--- config.mk ---
export PLATFORM = sky130hd
export DESIGN_NAME = rightmost_bit_op_serial
export DESIGN_NICKNAME = d
export VERILOG_FILES = /design/src/rtl/rightmost_bit_op_serial.sv
export SDC_FILE = /design/constraint.sdc
export NUM_CORES = 1
export LEC_CHECK = 0
export BUFFER_PORTS_ARGS = -buffer_cell sky130_fd_sc_hd__buf_2
export CAP_MARGIN = 20
export CELL_PAD_IN_SITES_DETAIL_PLACEMENT = 0
export CELL_PAD_IN_SITES_GLOBAL_PLACEMENT = 1
export CORE_ASPECT_RATIO = 1.75
export CORE_MARGIN = 2
export CORE_UTILIZATION = 44
export DETAILED_ROUTE_END_ITERATION = 8
export GPL_ROUTABILITY_DRIVEN = 0
export HOLD_SLACK_MARGIN = 0.12
export PLACE_DENSITY_LB_ADDON = 0.2
export RECOVER_POWER = 25
export SLEW_MARGIN = 0
export SYNTH_ARGS = -nofsm -noshare
export SYNTH_HDL_FRONTEND = slang
export SYNTH_SLANG_ARGS = --single-unit
--- constraint.sdc ---
create_clock -name clock -period 10.4 [get_ports clock]
set_input_delay 2.08 -clock clock [delete_from_list [all_inputs] [get_ports clock]]
set_output_delay 2.08 -clock clock [all_outputs]
set_load 0.01 [all_outputs]
--- src/rtl/rightmost_bit_op_serial.sv ---
// rightmost_bit_op_serial: eight rightmost-bit operations computed one slice per cycle with a registered carry
module rightmost_bit_op_serial #(
  parameter int WORD_WIDTH    = 32,
  parameter int SEGMENT_WIDTH = 8
) (
  input  logic                  clock,
  input  logic                  clear,
  input  logic                  input_valid,
  output logic                  input_ready,
  input  logic [WORD_WIDTH-1:0] input_word,
  input  logic [2:0]            input_op,
  output logic                  output_valid,
  input  logic                  output_ready,
  output logic [WORD_WIDTH-1:0] output_word,
  output logic                  output_unchanged
);
  localparam int NUM_SEGMENTS = WORD_WIDTH / SEGMENT_WIDTH;
  localparam int SW = NUM_SEGMENTS > 1 ? $clog2(NUM_SEGMENTS) : 1;
  typedef enum logic [1:0] {IDLE, RUN, DONE} state_t;
  state_t state_q, state_d;
  logic [WORD_WIDTH-1:0] x_q, x_d, word_q, word_d;
  logic [2:0] op_q, op_d;
  logic [SW-1:0] seg_q, seg_d;
  logic carry_q, carry_d;
  logic [SEGMENT_WIDTH-1:0] xs, ts, rs;
  logic co, dec, last, accept;
  always_comb begin
    xs = x_q[seg_q*SEGMENT_WIDTH +: SEGMENT_WIDTH];
    dec = op_q inside {3'd0, 3'd3, 3'd6};
    {co, ts} = {1'b0, op_q == 3'd4 ? ~xs : xs} + {1'b0, {SEGMENT_WIDTH{dec}}}
             + {{SEGMENT_WIDTH{1'b0}}, carry_q};
    rs = (op_q inside {3'd1, 3'd3}) ? xs | ts :
         (op_q inside {3'd5, 3'd6}) ? ~xs & ts :
         op_q == 3'd7 ? xs & ~ts : xs & ts;
    last = seg_q == SW'(NUM_SEGMENTS - 1);
    input_ready = state_q == IDLE || (state_q == DONE && output_ready);
    accept = input_valid && input_ready;
    output_valid = state_q == DONE;
    output_word = word_q;
    output_unchanged = output_valid && word_q == x_q;
    state_d = state_q;
    x_d = x_q;
    op_d = op_q;
    seg_d = seg_q;
    carry_d = carry_q;
    word_d = word_q;
    if (state_q == RUN) begin
      word_d[seg_q*SEGMENT_WIDTH +: SEGMENT_WIDTH] = rs;
      carry_d = co;
      seg_d = last ? '0 : seg_q + SW'(1);
      state_d = last ? DONE : RUN;
    end
    if (state_q == DONE && output_ready) state_d = IDLE;
    if (accept) begin
      x_d = input_word;
      op_d = input_op;
      seg_d = '0;
      carry_d = !(input_op inside {3'd0, 3'd3, 3'd6});
      state_d = RUN;
    end
  end
  always_ff @(posedge clock) begin
    if (clear) begin
      state_q <= IDLE;
      x_q <= '0;
      op_q <= '0;
      seg_q <= '0;
      carry_q <= 1'b0;
      word_q <= '0;
    end else begin
      state_q <= state_d;
      x_q <= x_d;
      op_q <= op_d;
      seg_q <= seg_d;
      carry_q <= carry_d;
      word_q <= word_d;
    end
  end
endmodule

# After elaboration in Yosys (flattened, before gate mapping)

Index checks and enable logic that the tools add are counted.

Flip-flop bits (word level): 72
Input port bits: 39
Output and inout bits: 35
Word-level logic and storage cells: 60

Add/subtract/negate cells: 4
Equality and inequality tests: 12
Shift-type cells: 3
Multiplexer cells: 12
Bitwise logic cells: 6
Reduce and logical (&&, ||, !) cells: 16

Operator list:

| kind                    | count |
|---|---|
| $neg 5->34              | 1 |
| $shift 8x34->32 const A | 1 |
| $shiftx 8x34->32        | 1 |
| $bwmux 32               | 1 |
| $eq 32x32->1            | 1 |
| $mux 8                  | 4 |
| $shiftx 32x6->8         | 1 |
| $and 8x8->8             | 3 |
| $not 8->8               | 2 |
| $eq 3x3->1 const B      | 5 |
| $add 8x8->9             | 1 |
| $add 9x1->9             | 1 |
| $reduce_bool 3->1       | 3 |
| $or 8x8->8              | 1 |
| $eq 3x2->1 const B      | 2 |
| $logic_not 3->1         | 2 |
| $reduce_bool 2->1       | 3 |
| $mux 1                  | 5 |
| $eq 2x2->1 const B      | 2 |
| $mux 2                  | 2 |
| $eq 3x1->1 const B      | 1 |
| $logic_and 1x1->1       | 3 |
| $reduce_or 3->1         | 1 |
| $add 2x1->2 const B     | 1 |
| 5 further kinds         | 5 |

# Longest topological paths before layout

Depth after elaboration: 12
Gate-level depth with buffers: 16
Gate-level depth less buffers: 14

# Least setup slack after synthesis

Ideal clock, no wire load.

Path kind: input to output
From: input port output_ready
To: output port input_ready
Arrival: 2413 ps
Data required time: 8320 ps
Slack: 5907 ps
Stages: 2
Path buffers: 0
Path through: inv_1 a21oi_1

Cells in the longest elaborated chain, start to end: 2

Ends and longest elaborated chain:

| item              | RTL line | text |
|---|---|---|
| from (decl)       | 13       | `input logic output_ready,` |
| $logic_and 1x1->1 | 36       | `input_ready = state_q == IDLE \|\| (state_q == DONE && output_ready);` |
| $logic_or 1x1->1  | 36       |  |
| to (decl)         | 9        | `output logic input_ready,` |

Every way passes these cells.

# Worst setup path after layout

Ends and elaborated chain as after synthesis.

==> impl_metrics.py <==
metrics = {
    "status": {
        "status": "complete, but fails checks",
        "violations": "capacitance limit, slew limit",
    },
    "timing": {
        "worstMarginPinSlew_ps": 2940,
        "fin_crit_sh_pct": 45.0,
        "tns_ps": 0,
        "fmax_ghz": 0.214,
        "period_needed_ps": 4680,
        "hold_ws_ps": 483,
        "clock_skew_ps": 6.61,
        "slew_headroom_pct": -95.9,
        "fin_ws_ps": 5720,
        "slew_viol_final": 115,
        "hold_viol": 0,
        "rsz0062_at_grt": "false",
        "finalSetupViolCount": 0,
    },
    "die": {
        "coreArea_mm2": 0.00867,
        "dieArea_mm2": 0.00977,
        "ioPinCount": 74,
        "initial_utilization_pct": 45.5,
        "die-width_um": 75.6,
        "die_h_um": 129,
        "core.rowCount": 45,
    },
    "worst_setup_path": {
        "crit_path_end_kind": "output port",
        "crit_family": "buffers and inverters",
        "path_buf_inv": 3,
        "critPathMaxFanout": 4,
        "reg2reg_from": "seg_q[0]$_SDFFE_PP0P_",
        "worstPathCellList": "buf_2 > inv_1 > a21oi_1 > buf_2",
        "crit_required_ps": 8320,
        "ff2ff_path_depth": 12,
        "cpPeakStageDelay_ps": 230,
        "path_common_cell": "buf_2",
        "critical_path.slowest_cell": "a21oi_1",
        "r2r_slack_ps": 6070,
        "cp.arrival_ps": 2600,
        "worstSetupStartpoint": "output_ready",
        "critical_path_class": "input pin to output port",
        "r2r_end": "output_word[2]$_SDFFE_PP0P_",
        "cp-start-kind": "input pin",
    },
    "place": {
        "dp_slack_ps": 5710,
        "placed_area_mm2": 0.00439,
        "post-dp-hpwl_um": 9120,
        "dp_cells": 641,
        "portBuffers": 73,
    },
    "clocking": {
        "root_buffer": "clkbuf_16",
        "numCtsBuffers": 9,
        "path_clk_slew_ps": 50,
        "cts_tree": "built",
        "clock_latency_ps": 330,
        "holdBufCountCts": 0,
        "cts-resized-gates": 0,
        "htree_levels": 3,
        "cts-root-to-sink-buffers": 2,
        "clock-sinks": 72,
        "cts_setup_buffers": 0,
    },
    "synthesis": {
        "synth_top_family_by_area": "simple AND/OR/NAND/NOR gates",
        "synth_cells": 472,
        "synth_edf_count": 0,
        "synth_compound_area_share_pct": 16.9,
        "ys_async_sr_fraction_pct": 0,
        "synthAdderAreaFrac_pct": 4.95,
        "synth_seq_cells": 72,
        "ys_warn_count": 0,
        "yosys.cell_types.count": 46,
        "avgSynthCellArea_um2": 8.36,
        "seq_area_frac_synth_pct": 36.5,
        "synth_simple_gate_area_share_pct": 21.6,
        "synth-xor-area-share_pct": 10.4,
        "synth_ff_type": "dfxtp_1",
        "synth_nets": 526,
        "syn-cell-area_mm2": 0.00395,
        "synth.area.mux_share_pct": 6.44,
    },
    "power_and_ir_drop": {
        "cellPowerDensity_mw_per_mm2": 164,
        "leakage_nw": 1.82,
        "power_uw": 764,
        "ir_drop_mv": 0.121,
    },
    "grt": {
        "grt_pass1_wl_um": 18100,
        "antenna_found_initial": 0,
        "grt_start_max_net_pins": 77,
        "first_global_vias": 3506,
        "grt_overflow": 0,
        "grt_use_total_pct": 25.4,
    },
    "finish": {
        "final_common_cell": "nand2_1",
        "syn_to_final_growth_pct": 17.8,
        "fin_cells": 656,
        "post-route-util_pct": 53.6,
        "drive_gt1_share_pct": 16.7,
        "most-common-layout-cells": "nand2_1 (83), dfxtp_1 (72), buf_2 (59)",
        "fill_cells": 884,
        "design_area_mm2": 0.00465,
        "antenna_cells": 0,
        "nets": 589,
    },
    "route": {
        "post_drt_via_cell_ratio": 5.49,
        "first_pass_iters": 5,
        "antenna_left": 0,
        "wire_per_inst_um": 17.9,
        "first_iter_violations": 200,
        "wirelength_um": 11800,
        "dr_total_vias": 3601,
        "drcViolationCount": 0,
    },
    "worst_hold_path": {
        "whs_path_depth": 2,
        "hold-path-endpoint": "x_q[15]$_SDFFE_PP0P_",
        "min_path_type": "register to register",
        "worstHoldStart": "x_q[15]$_SDFFE_PP0P_",
    },
    "job": {
        "drv_cap": 2,
    },
}
Yosys cell counts (7+ instances only):
cell type	n	area share, %
ha_1	14	4.4
clkbuf_1	18	1.7
nand3b_1	17	3.2
nor2_1	32	3.0
xnor2_1	36	8.0
mux4_2	7	4.0
xor2_1	11	2.4
dfxtp_1	72	37
o21ai_0	26	3.3
a22oi_1	16	3.0
a21oi_1	46	5.8
nand2_1	83	7.9
nand4_1	8	1.3
inv_1	8	0.76
nand2b_1	7	1.1
logic make-up (layout without fill, tap and decap cells):
kind of cell | count (synthesis) | count (layout)
adder cells (fa/ha/maj) | 15 | 15
AO/OA/AOI/OAI | 111 | 111
multiplexers | 16 | 16
AND/OR/NAND/NOR | 179 | 179
flip-flops | 72 | 72
buffers and inverters | 32 | 99
XOR/XNOR | 47 | 47
final cells by class:
cell class / count / area [µm²] / area share, %
Clock inverter: 3 / 42.5 / 0.915
Tap cell: 117 / 146 / 3.15
Sequential cell: 72 / 1440 / 31.0
Timing Repair Buffer: 76 / 363 / 7.80
Inverter: 8 / 30.0 / 0.646
Multi-Input combinational cell: 368 / 2380 / 51.2
Clock buffer: 12 / 246 / 5.30
how the worst max path moves through the flow:
| stage | end | slack, ps | cells after the start |
|---|---|---|---|
| final | input_ready | 5720 | 4 |
| after global routing | output_word[29]$_SDFFE_PP0P_ | 5560 | 4 |
| after CTS | input_ready | 5710 | 4 |
| after detailed placement | input_ready | 5710 | 4 |
| after global placement | input_ready | 5740 | 4 |
| after floorplan | input_ready | 5910 | 2 |
metal layers:
| layer | GRT usage, % | part of all wire [%] | routed length (µm) | vias to the layer above |
|---|---|---|---|---|
| met1 | 27.1 | 38 | 4420 | 1720 |
| li1 | - | - | - | 1780 |
| met3 | 4.28 | 3.2 | 380 | 23 |
| met4 | 12.7 | 3.3 | 386 | 0 |
| met5 | 0 | 0 | 0 | - |
| met2 | 46.2 | 56 | 6570 | 78 |
power breakdown:
group / leakage, nW / internal (mW) / total, mW / switching [mW]
clock network: 0.139 / 0.191 / 0.301 / 0.111
logic: 1.10 / 0.0692 / 0.158 / 0.0892
registers: 0.586 / 0.287 / 0.304 / 0.0168
total: 1.82 / 0.547 / 0.764 / 0.217
sequential cells by signal, indices dropped and copies added (netlist names):
name	flops
seg_q	2
x_q	32
op_q	3
output_word	32
carry_q	1
state_q	2
worst reg2reg max path: stages (launching register included):
cell      delay (ps)
dfxtp_1          850
mux4_2           680
xnor2_1          180
xnor2_1          160
ha_1             190
nand2b_1         150
fa_1             420
xnor2_1          220
a21oi_1          100
a22o_1           200
a221oi_1         810
a22oi_1          160
nor2_1           140
No activity file was read; power rests on OpenSTA's default activity.
